===== config.mk =====
export PLATFORM = sky130hd
export DESIGN_NAME = pipe_ctrl
export DESIGN_NICKNAME = d
export VERILOG_FILES = /design/src/rtl/pipe_ctrl_pkg.sv /design/src/rtl/pipe_ctrl_stall_enc.sv /design/src/rtl/pipe_ctrl.sv
export SDC_FILE = /design/constraint.sdc
export NUM_CORES = 1
export LEC_CHECK = 0
export CORE_MARGIN = 2
export CORE_UTILIZATION = 35
export DETAILED_ROUTE_END_ITERATION = 12
export PLACE_DENSITY = 0.72
export SLEW_MARGIN = 5
export SYNTH_ARGS = -nofsm -noshare
export SYNTH_HDL_FRONTEND = slang
export SYNTH_SLANG_ARGS = --single-unit
export TNS_END_PERCENT = 50

===== constraint.sdc =====
create_clock -name clk -period 1.95 [get_ports clk]
set_clock_uncertainty 0.15 [all_clocks]
set_input_delay 0.2925 -clock clk [delete_from_list [all_inputs] [get_ports clk]]
set_output_delay 0.2925 -clock clk [all_outputs]
set_load 0.02 [all_outputs]

===== src/rtl/pipe_ctrl_pkg.sv =====
// pipe_ctrl_pkg: shared constants and types for the pipeline control sequencer.
//   STALL_* : per-stage stall vectors (bit0=PC .. bit5=WB)
//   ctrl_state_e : sequencer states
//   RstEnable : active level of the block reset
package pipe_ctrl_pkg;

  localparam logic [5:0] STALL_NONE = 6'b000000;
  localparam logic [5:0] STALL_ID   = 6'b000111;
  localparam logic [5:0] STALL_EX   = 6'b001111;
  localparam logic [5:0] STALL_MEM  = 6'b011111;

  localparam logic RstEnable = 1'b0;

  typedef enum logic [1:0] {
    CTRL_RUN        = 2'd0,
    CTRL_FLUSH_PEND = 2'd1,
    CTRL_FLUSH      = 2'd2
  } ctrl_state_e;

endpackage


===== src/rtl/pipe_ctrl_stall_enc.sv =====
// stall_enc: priority encoder turning stage stall requests into a stall vector.
//   stallreq_id_i  : ID load-use stall request
//   stallreq_ex_i  : EX multi-cycle busy
//   stallreq_mem_i : MEM access outstanding
//   stall_o        : 6-bit stall vector, priority MEM > EX > ID
module stall_enc
  import pipe_ctrl_pkg::*;
(
  input  logic       stallreq_id_i,
  input  logic       stallreq_ex_i,
  input  logic       stallreq_mem_i,
  output logic [5:0] stall_o
);

  always_comb begin
    stall_o = STALL_NONE;
    if (stallreq_mem_i)      stall_o = STALL_MEM;
    else if (stallreq_ex_i)  stall_o = STALL_EX;
    else if (stallreq_id_i)  stall_o = STALL_ID;
  end

endmodule


===== src/rtl/pipe_ctrl.sv =====
// pipe_ctrl: pipeline stall/flush sequencer with stall statistics.
//   clk, rst (sync, active-low)
//   stallreq_{id,ex,mem}_i : stage stall requests
//   flushreq_i, flush_pc_i : flush request and restart address
//   stall_o          : combinational per-stage stall vector
//   flush_o, new_pc_o: registered one-cycle flush strobe and reload PC
//   stall_timeout_o  : sticky consecutive-stall watchdog flag
//   stall_cycles_o   : total stalled cycles (wrapping)
module pipe_ctrl
  import pipe_ctrl_pkg::*;
#(
  parameter int unsigned ADDR_W    = 32,
  parameter int unsigned MAX_STALL = 15
) (
  input  logic              clk,
  input  logic              rst,
  input  logic              stallreq_id_i,
  input  logic              stallreq_ex_i,
  input  logic              stallreq_mem_i,
  input  logic              flushreq_i,
  input  logic [ADDR_W-1:0] flush_pc_i,
  output logic [5:0]        stall_o,
  output logic              flush_o,
  output logic [ADDR_W-1:0] new_pc_o,
  output logic              stall_timeout_o,
  output logic [31:0]       stall_cycles_o
);

  ctrl_state_e       state_q;
  logic [ADDR_W-1:0] pc_q;
  logic              flush_q;
  logic              timeout_q;
  logic [31:0]       stall_cycles_q, stall_cycles_d;
  logic [7:0]        consec_q, consec_d;
  logic [5:0]        enc_stall;
  logic              stalled;

  stall_enc u_stall_enc (
    .stallreq_id_i  (stallreq_id_i),
    .stallreq_ex_i  (stallreq_ex_i),
    .stallreq_mem_i (stallreq_mem_i),
    .stall_o        (enc_stall)
  );

  // Requests during FLUSH come from stages being discarded, so they are masked.
  always_comb begin
    stall_o = enc_stall;
    if (rst == RstEnable || state_q == CTRL_FLUSH) stall_o = STALL_NONE;
  end

  assign stalled = (stall_o != STALL_NONE);

  always_comb begin
    stall_cycles_d = stall_cycles_q;
    consec_d       = '0;
    if (stalled) begin
      stall_cycles_d = stall_cycles_q + 32'd1;
      consec_d       = (consec_q == 8'hFF) ? consec_q : consec_q + 8'd1;
    end
  end

  always_ff @(posedge clk) begin
    if (rst == RstEnable) begin
      state_q        <= CTRL_RUN;
      pc_q           <= '0;
      flush_q        <= 1'b0;
      timeout_q      <= 1'b0;
      stall_cycles_q <= '0;
      consec_q       <= '0;
    end else begin
      stall_cycles_q <= stall_cycles_d;
      consec_q       <= consec_d;
      if (consec_d == 8'(MAX_STALL)) timeout_q <= 1'b1;
      flush_q <= 1'b0;
      case (state_q)
        CTRL_RUN, CTRL_FLUSH: begin
          state_q <= CTRL_RUN;
          if (flushreq_i) begin
            pc_q <= flush_pc_i;
            if (stallreq_mem_i) begin
              state_q <= CTRL_FLUSH_PEND;
            end else begin
              state_q <= CTRL_FLUSH;
              flush_q <= 1'b1;
            end
          end
        end
        CTRL_FLUSH_PEND: begin
          // Latest request wins while waiting for MEM to drain.
          if (flushreq_i) pc_q <= flush_pc_i;
          if (!stallreq_mem_i) begin
            state_q <= CTRL_FLUSH;
            flush_q <= 1'b1;
          end
        end
        default: state_q <= CTRL_RUN;
      endcase
    end
  end

  assign flush_o         = flush_q;
  assign new_pc_o        = pc_q;
  assign stall_timeout_o = timeout_q;
  assign stall_cycles_o  = stall_cycles_q;

endmodule


# After elaboration in Yosys (flattened, before gate mapping)
# Cells that the tools add are included.
# W data, S select, Z words.
[classes]
bitwise_logic = 1
n_eq_ne = 5
n_mux = 13
n_addsub = 2
reduce_logical = 6
[ops]
columns = ["cell", "count"]
rows = [
  ["$add A32 B1 Y32 const B", 1],
  ["$mux W6", 3],
  ["$mux W8", 2],
  ["$add A8 B1 Y8 const B", 1],
  ["$eq A8 B4 Y1 const B", 1],
  ["$eq A8 B8 Y1 const B", 1],
  ["$mux W2", 3],
  ["$reduce_bool A6 Y1", 1],
  ["$pmux W2 S2", 1],
  ["$mux W3", 1],
  ["$reduce_or A3 Y1", 1],
  ["$eq A2 B1 Y1 const B", 1],
  ["$eq A2 B2 Y1 const B", 1],
  ["$logic_not A2 Y1", 1],
  ["$mux W1", 2],
  ["$ne A2 B2 Y1 const B", 1],
  ["$pmux W1 S2", 1],
  ["$reduce_and A2 Y1", 1],
  ["$reduce_or A2 Y1", 1],
  ["$logic_or A1 B1 Y1", 1],
  ["$not A1 Y1", 1],
]
[word_totals]
word_cells = 33
register_bits = 76
out_inout_bits = 72
in_bits = 38

# Logic depth before layout (Yosys ltp)
# Gate-level depths: netlist of the first run.
[depth]
word_depth = 7
ltp_mapped = 6
ltp_nobuf = 5

# By module
# Synthesis of the first run repeated with hierarchy kept, for this count alone.
[unflattened]
hier_cells = 390
hier_area_um2 = 3198.1
[by_module_without_submodules]
columns = ["mod", "cells_per_inst", "instances", "area_per_inst_um2", "seq_area_each_um2"]
rows = [
  ["pipe_ctrl", 383, 1, 3151.8, 1521.5],
  ["stall_enc", 7, 1, 46.3, 0.0],
]

# Worst setup path after synthesis of the first run
# No wires, ideal clock.
[synth_path]
path_kind = "flip-flop to flip-flop"
start = "reg consec_q[0]"
end = "reg timeout_q (netlist: stall_timeout_o)"
setup_slack_ns = -0.045
synth_period_minus_slack_ns = 1.995
setup_ns = 0.096
stages_incl_launch_ff = 6
n_path_buf = 0
t_required_ns = 1.704
t_arrival_ns = 1.749
path_cell_list = "dfxtp_1 -> ha_1 -> nand3_2 -> or4b_1 -> o211a_2 -> o41ai_2"
[synth_between]
elab_chain_cells = 4
elab_cells_between_ends = 5
cone_classes = "1 x add/sub; 2 x eq/ne; 2 x mux"
[synth_lines]
columns = ["item", "line_no", "rtl"]
rows = [
  ["start, declared", "pipe_ctrl.sv:34", "logic [7:0] consec_q, consec_d;"],
  ["start signal, assigned", "pipe_ctrl.sv:72", "consec_q <= consec_d;"],
  ["$add A8 B1 Y8 or $eq A8 B8 Y1 (tied branches)", "pipe_ctrl.sv:58", "consec_d = (consec_q == 8'hFF) ? consec_q : consec_q + 8'd1;"],
  ["$mux W8 *", "pipe_ctrl.sv:58", ""],
  ["$mux W8 *", "pipe_ctrl.sv:56", "if (stalled) begin"],
  ["$eq A8 B4 Y1 *", "pipe_ctrl.sv:73", "if (consec_d == 8'(MAX_STALL)) timeout_q <= 1'b1;"],
  ["end signal, assigned", "pipe_ctrl.sv:67", "timeout_q <= 1'b0;"],
  ["end signal, assigned", "pipe_ctrl.sv:73", ""],
  ["end, declared", "pipe_ctrl.sv:32", "logic timeout_q;"],
]
# Every way passes the cells marked *; elsewhere a longest branch is shown, timed or not.
# A chain may end at the register's enable or synchronous reset.

# Worst setup path after layout of the first run
[layout_path]
start = "reg stall_cycles_q[2] (netlist: stall_cycles_o[2])"
end = "out stall_cycles_o[2]"
[layout_rtl]
columns = ["item", "line_no", "rtl"]
rows = [
  ["start, declared", "pipe_ctrl.sv:33", "logic [31:0] stall_cycles_q, stall_cycles_d;"],
  ["start signal, assigned", "pipe_ctrl.sv:71", "stall_cycles_q <= stall_cycles_d;"],
  ["end, declared", "pipe_ctrl.sv:26", "output logic [31:0] stall_cycles_o"],
]
# No word-level cell between the ends.

==> metrics.log, run 1 <==
INFO  metric run_status = finished, final reports clean
INFO  metric num_antenna_cells = 0
INFO  metric maximum_root_to_sink_buffer_count = 2
INFO  metric hpwl = 6.83 mm
INFO  metric finalHoldViolCount = 0
INFO  metric maxCapViolations = 0
INFO  metric clk_latency = 0.35 ns
INFO  metric ios = 110
INFO  metric routedWlPerCell = 14.2 um
INFO  metric tritoncts_num_sinks = 76
INFO  metric power.density = 651 mW/mm^2
INFO  metric clock_tree.htree_level_count = 3
INFO  metric placeableCoreArea = 0.00924 mm^2
INFO  metric grt_pass1_wl = 15.2 mm
INFO  metric track_usage = 18.3%
INFO  metric grt_max_degree = 33
INFO  metric timing.hold.worst_endpoint = flush_o
INFO  metric cts-buffers-inserted = 9
INFO  metric die_area = 0.0103 mm^2
INFO  metric dr_total_vias = 3427
INFO  metric dp_slack = -0.427 ns
INFO  metric grt_overflow = 0
INFO  metric critical_path.top_delay_family = buffers and inverters
INFO  metric finalCritPeriodShare = 97.3%
INFO  metric combinational_family_with_the_most_area_after_synthesis = simple AND/OR/NAND/NOR gates
INFO  metric layout_common_cells = 99 x nand2_1, 95 x clkdlybuf4s50_1, 72 x dfxtp_1, 52 x a21oi_1, 41 x buf_4
INFO  metric syn-num-nets = 448
INFO  metric placement_rows = 35
INFO  metric cts-root-buf = clkbuf_8
INFO  metric slowest_delay = 0.65 ns
INFO  metric r2r_startpoint = state_q[0]
INFO  metric post_synth_fa_ha_maj_area_fraction = 0.750%
INFO  metric rsz0062_at_grt = true
INFO  metric crit_buf_inv = 1
INFO  metric area_delta_synth_final = 53.6%
INFO  metric reg2reg_depth = 6
INFO  metric layout.cells.most_common = nand2_1
INFO  metric n_fill_cell = 831
INFO  metric antenna_found_initial = 0
INFO  metric finalWeightedCongestion = 0.799
INFO  metric synth-compound-area-share = 14.1%
INFO  metric via_per_inst = 5.02
INFO  metric worstSetupPathType = flip-flop to output pin
INFO  metric worst-endpoint-arrival = 1.45 ns
INFO  metric clk_pin_slew = 0.09 ns
INFO  metric port_buffers = 108
INFO  metric drt_initial_violations = 117
INFO  metric instances_no_fill = 683
INFO  metric cp_cell_sequence = clkdlybuf4s50_1
INFO  metric synth_xor_area_share = 1.31%
INFO  metric cp.required = 1.51 ns
INFO  metric routed_wl = 9.67 mm
INFO  metric worst_r2r_endpoint = stall_cycles_o[20]
INFO  metric maxSlewViolCount = 0
INFO  metric first_global_vias = 3164
INFO  metric cts_tree = yes
INFO  metric post-route-worst-setup-slack = 0.0534 ns
INFO  metric sequential_element_share_of_the_synthesized_area = 45.6%
INFO  metric p_leak = 1.94 nW
INFO  metric initial_core_util = 36.1%
INFO  metric synthCells = 408
INFO  metric crit_path_start_kind = flip-flop
INFO  metric syn_avg_cell_area = 8.18 um^2
INFO  metric postLayoutCellArea = 0.00512 mm^2
INFO  metric worst-path-max-fanout = 6
INFO  metric fp.dieH = 102 um
INFO  metric timing.critical_path.slowest_stage_cell = clkdlybuf4s50_1
INFO  metric min_period = 1.90 ns
INFO  metric post-synth-top-area-fraction = 45.6%
INFO  metric drive_above_1_share = 16.4%
INFO  metric final_net_count = 589
INFO  metric power = 3.34 mW
INFO  metric synthDistinctLibCells = 41
INFO  metric crit_path_end_kind = output pin
INFO  metric syn-cell-area = 0.00334 mm^2
INFO  metric critical_path_cell_count = 1
INFO  metric die_width = 102 um
INFO  metric drtPass1Iterations = 4
INFO  metric main_area_contributors_after_synthesis = dfxtp_1 46%, nand2_1 11%, a21oi_1 8.2%
INFO  metric synth-warning-count = 0
INFO  metric post-place-cells = 663
INFO  metric synth_largest_area_cell = dfxtp_1
INFO  metric synth_simple_gate_area_share = 30.1%
INFO  metric synth.mux.area_fraction = 3.60%
INFO  metric hold_ws = 0.126 ns
INFO  metric peakVddDrop = 391 uV
INFO  metric route.detailed.drc = 0
INFO  metric setup.reg_to_reg.worst_slack = 0.07 ns
INFO  metric fmax = 0.527 GHz
INFO  metric timing.final.setup_violations = 0
INFO  metric cts_hold_buf = 0
INFO  metric hp-start = stallreq_mem_i
INFO  metric drt.antenna.violating_nets = 0
INFO  metric post_dp_cell_area = 0.00481 mm^2
INFO  metric hp-class = input pin to flip-flop
INFO  metric ys_ff_latch = 76
INFO  metric min_delay_path_depth = 3
-- where the power goes --
group / internal (mW) / switching [mW] / total (mW) / leakage [nW]
Clock: 0.636 / 0.631 / 1.27 / 0.103
Sequential: 1.60 / 0.0306 / 1.63 / 0.621
Combinational: 0.221 / 0.220 / 0.441 / 1.21
Total: 2.46 / 0.881 / 3.34 / 1.94
-- how the worst max path moves through the flow --
| stage | from | endpoint | slack (ns) |
|---|---|---|---|
| final | stall_cycles_o[2] | stall_cycles_o[2] | 0.05 |
| after global routing | state_q[0] | stall_cycles_o[20] | -0.02 |
| after CTS | rst | stall_o[4] | 0.005 |
| after detailed placement | stallreq_ex_i | stall_o[0] | -0.43 |
| after global placement | stallreq_ex_i | stall_o[2] | -0.43 |
| after floorplan | stall_cycles_o[0] | stall_cycles_o[28] | 0.008 |
-- synthesized netlist by cell type, drive strengths merged --
cell,number
a21oi,55
a311oi,1
a41o,1
and2,3
and3,8
and4,8
buf,8
clkbuf,18
clkinv,1
conb,1
dfxtp,76
ha,2
inv,5
mux2i,12
nand2,99
nand2b,12
nand3,11
nand4,13
nor2,10
nor3,2
nor4,13
o211a,2
o21a,1
o21ai,7
o31a,1
o31ai,12
o41ai,1
or3,6
or4,13
or4b,1
xnor2,2
xor2,3
-- state kept, by name, summed over array words and instances (netlist names) --
name / count
flush_o: 1
stall_cycles_o: 32
state_q: 2
new_pc_o: 32
consec_q: 8
stall_timeout_o: 1
-- kinds of logic (layout without fill, tap and decap cells) --
| group | Yosys count | after routing |
|---|---|---|
| AO/OA/AOI/OAI | 81 | 81 |
| other | 1 | 1 |
| flip-flops | 76 | 76 |
| XOR/XNOR | 5 | 5 |
| buffers and inverters | 32 | 178 |
| adder cells (fa/ha/maj) | 2 | 2 |
| AND/OR/NAND/NOR | 199 | 199 |
| multiplexers | 12 | 12 |
-- per-stage QoR --
step                util [%]  setup TNS (ns)
finish                  55.5               0
floorplan                  -               0
global placement        52.1           -8.32
detailed placement      52.1           -9.41
CTS                     54.3               0
global route            55.5         -0.0392
-- area by class of cell --
type                            count  area, um^2  share of cell area (%)
Clock buffer                       10         138                    2.69
Clock inverter                      6        68.8                    1.34
Inverter                            6        22.5                   0.439
Multi-Input combinational cell    300        1740                    34.0
Sequential cell                    76        1530                    29.8
Tap cell                          129         161                    3.15
Timing Repair Buffer              156        1470                    28.6
-- repair_timing --
action | 4_1_cts | 5_1_grt
resized for setup | 19 | 26
pin swaps | 0 | 10
setup endpoints to repair | 8 | 22
buffers inserted | 0 | 2
gates cloned | 0 | 2
-- routing by layer --
metal  wire [um]  share of wire, %  GRT usage, %  up-vias
li1            -                 -             -     1730
met1        4230                44          23.7     1609
met2        4920                51          30.6       82
met3         434               4.5          4.21        6
met4          89              0.92          5.20        0
met5           0                 0             0        -
Note: power is estimated with default switching activity, not from simulation.
==> inputs of run 2 (changes only) <==
--- a/config.mk
+++ b/config.mk
@@ -5,10 +5,12 @@
 export SDC_FILE = /design/constraint.sdc
 export NUM_CORES = 1
 export LEC_CHECK = 0
+export CAP_MARGIN = 20
 export CORE_MARGIN = 2
 export CORE_UTILIZATION = 35
 export DETAILED_ROUTE_END_ITERATION = 12
 export PLACE_DENSITY = 0.72
+export SETUP_SLACK_MARGIN = 0.02
 export SLEW_MARGIN = 5
 export SYNTH_ARGS = -nofsm -noshare
 export SYNTH_HDL_FRONTEND = slang
==> run 2 against run 1 <==
Compared with the run above:
- clock-buffer cell count is the same
- critical path depth increased by 5
- die area unchanged
- maximum frequency is 1.1% higher
- largest power group unchanged
- register-to-register slack about the same
- non-clock buffer count unchanged
- power hardly changed
- first-iteration DRC count increased by 4.3%
==> metrics.log, run 2 (synthesized netlist as in run 1, its figures left out) <==
INFO  metric drt_initial_violations = 122
INFO  metric dr_total_vias = 3423
INFO  metric hold_ws = 0.122 ns
INFO  metric crit_path_end_kind = flip-flop
INFO  metric num_antenna_cells = 0
INFO  metric power = 3.34 mW
INFO  metric r2r_startpoint = state_q[0]
INFO  metric rsz0062_at_grt = true
INFO  metric min_delay_path_depth = 3
INFO  metric p_leak = 2.01 nW
INFO  metric layout_common_cells = 99 x nand2_1, 91 x clkdlybuf4s50_1, 72 x dfxtp_1, 52 x a21oi_1, 41 x buf_4
INFO  metric port_buffers = 108
INFO  metric placement_rows = 35
INFO  metric dp_slack = -0.427 ns
INFO  metric grt_overflow = 0
INFO  metric timing.final.setup_violations = 0
INFO  metric peakVddDrop = 390 uV
INFO  metric setup_total_negative_slack = 0 ns
INFO  metric grt.met1_usage = 23.7%
INFO  metric cts-buffers-inserted = 9
INFO  metric reg2reg_depth = 6
INFO  metric maxCapViolations = 0
INFO  metric post-place-cells = 663
INFO  metric antenna_found_initial = 0
INFO  metric track_usage = 18.3%
INFO  metric routedWlPerCell = 14.1 um
INFO  metric worst-endpoint-arrival = 2.00 ns
INFO  metric die_area = 0.0103 mm^2
INFO  metric cts_hold_buf = 0
INFO  metric layout.cells.most_common = nand2_1
INFO  metric drive_above_1_share = 16.4%
INFO  metric finalWeightedCongestion = 0.799
INFO  metric placeableCoreArea = 0.00924 mm^2
INFO  metric cp.required = 2.08 ns
INFO  metric tritoncts_num_sinks = 76
INFO  metric grt_pass1_wl = 15.2 mm
INFO  metric routed_wl = 9.65 mm
INFO  metric worst_r2r_endpoint = stall_cycles_o[20]
INFO  metric final_net_count = 589
INFO  metric power.density = 650 mW/mm^2
INFO  metric ios = 110
INFO  metric drtPass1Iterations = 8
INFO  metric route.detailed.drc = 0
INFO  metric area_delta_synth_final = 54.0%
INFO  metric finalHoldViolCount = 0
INFO  metric finalCritPeriodShare = 96.2%
INFO  metric worst-path-max-fanout = 7
INFO  metric crit_path_start_kind = flip-flop
INFO  metric post-route-worst-setup-slack = 0.0743 ns
INFO  metric grt_max_degree = 33
INFO  metric initial_core_util = 36.1%
INFO  metric globalRoute.busiestLayer = met2
INFO  metric setup.reg_to_reg.worst_slack = 0.07 ns
INFO  metric instances_no_fill = 683
INFO  metric clk_pin_slew = 0.09 ns
INFO  metric via_per_inst = 5.01
INFO  metric worstSetupPathType = flip-flop to flip-flop
INFO  metric clock_tree.htree_level_count = 3
INFO  metric n_fill_cell = 830
INFO  metric clk_latency = 0.35 ns
INFO  metric die_width = 102 um
INFO  metric hp-start = stallreq_mem_i
INFO  metric drt.antenna.violating_nets = 0
INFO  metric cts_tree = yes
INFO  metric min_period = 1.88 ns
INFO  metric cts-root-buf = clkbuf_8
INFO  metric fmax = 0.533 GHz
INFO  metric hp-class = input pin to flip-flop
INFO  metric first_global_vias = 3164
INFO  metric maximum_root_to_sink_buffer_count = 2
INFO  metric gr-usage-met2 = 30.6%
INFO  metric run_status = finished, final reports clean
INFO  metric timing.hold.worst_endpoint = flush_o
INFO  metric maxSlewViolCount = 0
INFO  metric fp.dieH = 102 um
INFO  metric globalRouteMet3Util = 4.21%
INFO  metric hpwl = 6.83 mm
## run 2: power by group
group | switching, mW | total (mW) | internal (mW)
Clock | 0.631 | 1.27 | 0.636
Combinational | 0.220 | 0.440 | 0.220
Sequential | 0.0306 | 1.63 | 1.60
## run 2: worst max-delay path, stage by stage, from the launching register on
cell and delay, ns:
dfxtp_2 0.34, nand2b_4 0.14, buf_6 0.10, nand4_1 0.23
buf_6 0.23, or4_1 0.49, a21oi_1 0.13
## run 2: through the flow
step                instance area (um^2)  utilization (%)
global route                        5140             55.6
floorplan                           3350                -
detailed placement                  4810             52.1
global placement                    4810             52.1
finish                              5140             55.6
CTS                                 5010             54.3
## run 2: worst max-delay path by stage
| stage | from | end | slack, ns |
|---|---|---|---|
| 2_1_floorplan | stall_cycles_o[0] | stall_cycles_o[28] | 0.008 |
| 3_3_place_gp | stallreq_ex_i | stall_o[2] | -0.43 |
| 3_5_place_dp | stallreq_ex_i | stall_o[0] | -0.43 |
| 4_1_cts | rst | stall_o[4] | 0.005 |
| 5_1_grt | state_q[0] | stall_cycles_o[20] | -0.02 |
| 6_report | state_q[0] | stall_cycles_o[20] | 0.07 |
## run 2: cell type report
type,instances,area [um^2],share of cell area (%)
clock buffer,10,138,2.68
multi-input combinational,300,1740,33.9
clock inverter,6,68.8,1.34
tap,129,161,3.14
inverter,6,22.5,0.438
timing repair buffer,156,1480,28.8
sequential,76,1530,29.7
## run 2: metal layers
layer / vias to the layer above / part of all wire, % / wire, um
met1: 1598 / 44 / 4210
met5: - / 0 / 0
li1: 1730 / - / -
met4: 0 / 1.0 / 98
met3: 6 / 4.4 / 427
met2: 89 / 51 / 4910
## run 2: timing repair
| action | CTS | global route |
|---|---|---|
| gates resized for setup | 19 | 32 |
| setup buffers | 0 | 2 |
| cloned | 0 | 2 |
| endpoints found under the setup margin | 12 | 28 |
| pin swaps | 0 | 15 |
==> inputs of run 3 (changes only) <==
--- a/config.mk
+++ b/config.mk
@@ -5,12 +5,13 @@
 export SDC_FILE = /design/constraint.sdc
 export NUM_CORES = 1
 export LEC_CHECK = 0
-export CAP_MARGIN = 20
+export CAP_MARGIN = 10
 export CORE_MARGIN = 2
 export CORE_UTILIZATION = 35
 export DETAILED_ROUTE_END_ITERATION = 12
 export PLACE_DENSITY = 0.72
 export SETUP_SLACK_MARGIN = 0.02
+export SKIP_LAST_GASP = 1
 export SLEW_MARGIN = 5
 export SYNTH_ARGS = -nofsm -noshare
 export SYNTH_HDL_FRONTEND = slang
==> run 3 against run 2 <==
Compared with the run above:
- sequential share of layout area increased by 0.080 points
- worst setup slack got worse by 0.027 ns
- combinational power about the same
- maximum frequency decreased by 1.4%
- global-route usage decreased by 0.086 points
- clock-buffer cell count unchanged
- cell count unchanged
- power about the same
- flip-flop and latch count unchanged
- register-to-register slack about the same
- wire length decreased by 0.13%
==> metrics.log, run 3 (synthesized netlist as in run 1, its figures left out) <==
INFO  metric placeableCoreArea = 0.00924 mm^2
INFO  metric crit_start = stall_cycles_o[0]
INFO  metric cts_hold_buf = 0
INFO  metric worstSetupPathType = flip-flop to output pin
INFO  metric worst-path-max-fanout = 5
INFO  metric drt_initial_violations = 147
INFO  metric maxCapViolations = 0
INFO  metric maximum_root_to_sink_buffer_count = 2
INFO  metric fmax = 0.526 GHz
INFO  metric maxSlewViolCount = 0
INFO  metric power.density = 652 mW/mm^2
INFO  metric fp.dieH = 102 um
INFO  metric hold_ws = 0.114 ns
INFO  metric switching_part_of_the_total_power = 26.4%
INFO  metric placement_rows = 35
INFO  metric die_area = 0.0103 mm^2
INFO  metric cts_tree = yes
INFO  metric drt.antenna.violating_nets = 0
INFO  metric drive_above_1_share = 16.1%
INFO  metric final_net_count = 589
INFO  metric port_buffers = 108
INFO  metric die_width = 102 um
INFO  metric min_period = 1.90 ns
INFO  metric via_per_inst = 5.02
INFO  metric ios = 110
INFO  metric initial_core_util = 36.1%
INFO  metric worst-endpoint-arrival = 1.46 ns
INFO  metric dr_total_vias = 3428
INFO  metric area_delta_synth_final = 53.6%
INFO  metric finalWeightedCongestion = 0.799
INFO  metric rsz0062_at_grt = true
INFO  metric tritoncts_num_sinks = 76
INFO  metric clock_tree.htree_level_count = 3
INFO  metric seq_power_share = 48.8%
INFO  metric peakVddDrop = 395 uV
INFO  metric routedWlPerCell = 14.1 um
INFO  metric comb_power_share = 13.2%
INFO  metric grt_max_degree = 33
INFO  metric share_clk_of_total_power = 38.0%
INFO  metric total_switching_power = 0.882 mW
INFO  metric min_delay_path_depth = 3
INFO  metric routed_wl = 9.64 mm
INFO  metric p_leak = 1.93 nW
INFO  metric layout_common_cells = 99 x nand2_1, 98 x clkdlybuf4s50_1, 72 x dfxtp_1, 52 x a21oi_1, 40 x buf_4
INFO  metric hp-start = stallreq_mem_i
INFO  metric track_usage = 18.2%
INFO  metric reg2reg_depth = 4
INFO  metric hpwl = 6.83 mm
INFO  metric run_status = finished, final reports clean
INFO  metric layout.cells.most_common = nand2_1
INFO  metric clk_pin_slew = 0.10 ns
INFO  metric intPower = 2.46 mW
INFO  metric crit_path_start_kind = flip-flop
INFO  metric timing.final.setup_violations = 0
INFO  metric cts-buffers-inserted = 9
INFO  metric cp.required = 1.51 ns
INFO  metric r2r_startpoint = stall_cycles_o[2]
INFO  metric hp-class = input pin to flip-flop
INFO  metric power = 3.34 mW
INFO  metric clk_latency = 0.34 ns
INFO  metric crit_path_end_kind = output pin
INFO  metric finalCritPeriodShare = 97.6%
INFO  metric num_antenna_cells = 0
INFO  metric drtPass1Iterations = 5
INFO  metric finalHoldViolCount = 0
INFO  metric route.detailed.drc = 0
INFO  metric grt_overflow = 0
INFO  metric first_global_vias = 3162
INFO  metric antenna_found_initial = 0
INFO  metric grt_pass1_wl = 15.1 mm
INFO  metric cts-root-buf = clkbuf_8
run 3: cell count changes in the layout (fill, tap and decap cells not counted), sizes merged:
cell           change
buf                -1
clkbuf             +1
clkdlybuf4s50      +7
dlygate4sd2        -1
dlymetal6s2s       -5
clkdlybuf4s15      -1
run 3: layout make-up:
| cell class | count | area (um^2) |
|---|---|---|
| Sequential cell | 76 | 1530 |
| Clock inverter | 6 | 68.8 |
| Timing Repair Buffer | 156 | 1470 |
| Tap cell | 129 | 161 |
| Inverter | 6 | 22.5 |
| Fill cell | 831 | 4110 |
| Clock buffer | 10 | 138 |
| Multi-Input combinational cell | 300 | 1740 |
run 3: what timing repair did:
action,in CTS,in global routing
pin swaps,0,13
endpoints found under the hold margin,0,0
cloned,0,2
endpoints found under the setup margin,12,30
gates resized for setup,13,28
buffers inserted,0,2
run 3: power groups by stage:
stage          clock network [mW]  registers [mW]  logic, mW
3_3_place_gp                    0            1.66      0.437
2_1_floorplan                   0            1.72      0.150
6_report                     1.27            1.63      0.441
4_1_cts                      1.30            1.63      0.441
3_5_place_dp                    0            1.67      0.445
5_1_grt                      1.37            1.64      0.475
run 3: through the flow:
step	util [%]	instance area, um^2	setup TNS, ns	setup WS, ns	std cells
finish	55.5	5130	0	0.0471	683
global placement	52.1	4810	-8.32	-0.430	663
CTS	54.3	5010	-0.229	-0.177	679
floorplan	-	3350	0	0.00757	408
detailed placement	52.1	4810	-9.41	-0.427	663
global route	55.5	5130	-0.105	-0.0444	683
run 3: path summary, 6_finish.rpt:
| kind | endpoint | slack (ns) |
|---|---|---|
| setup / recovery | stall_cycles_o[0] | 0.05 |
| hold / removal | flush_o | 0.11 |
| setup reg to reg | stall_cycles_o[27] | 0.07 |
| hold reg to reg | new_pc_o[7] | 0.31 |
run 3: layer usage:
metal	part of all wire (%)	GRT usage [%]	routed length, um
met1	45	23.6	4330
met2	50	30.4	4840
met3	3.2	4.21	310
met4	1.6	5.20	153
met5	0	0	0
run 3: worst max-delay path, stage by stage, from the launching register on:
cell and delay [ns]:
dfxtp_1 0.39, buf_4 0.14, clkdlybuf4s50_1 0.59
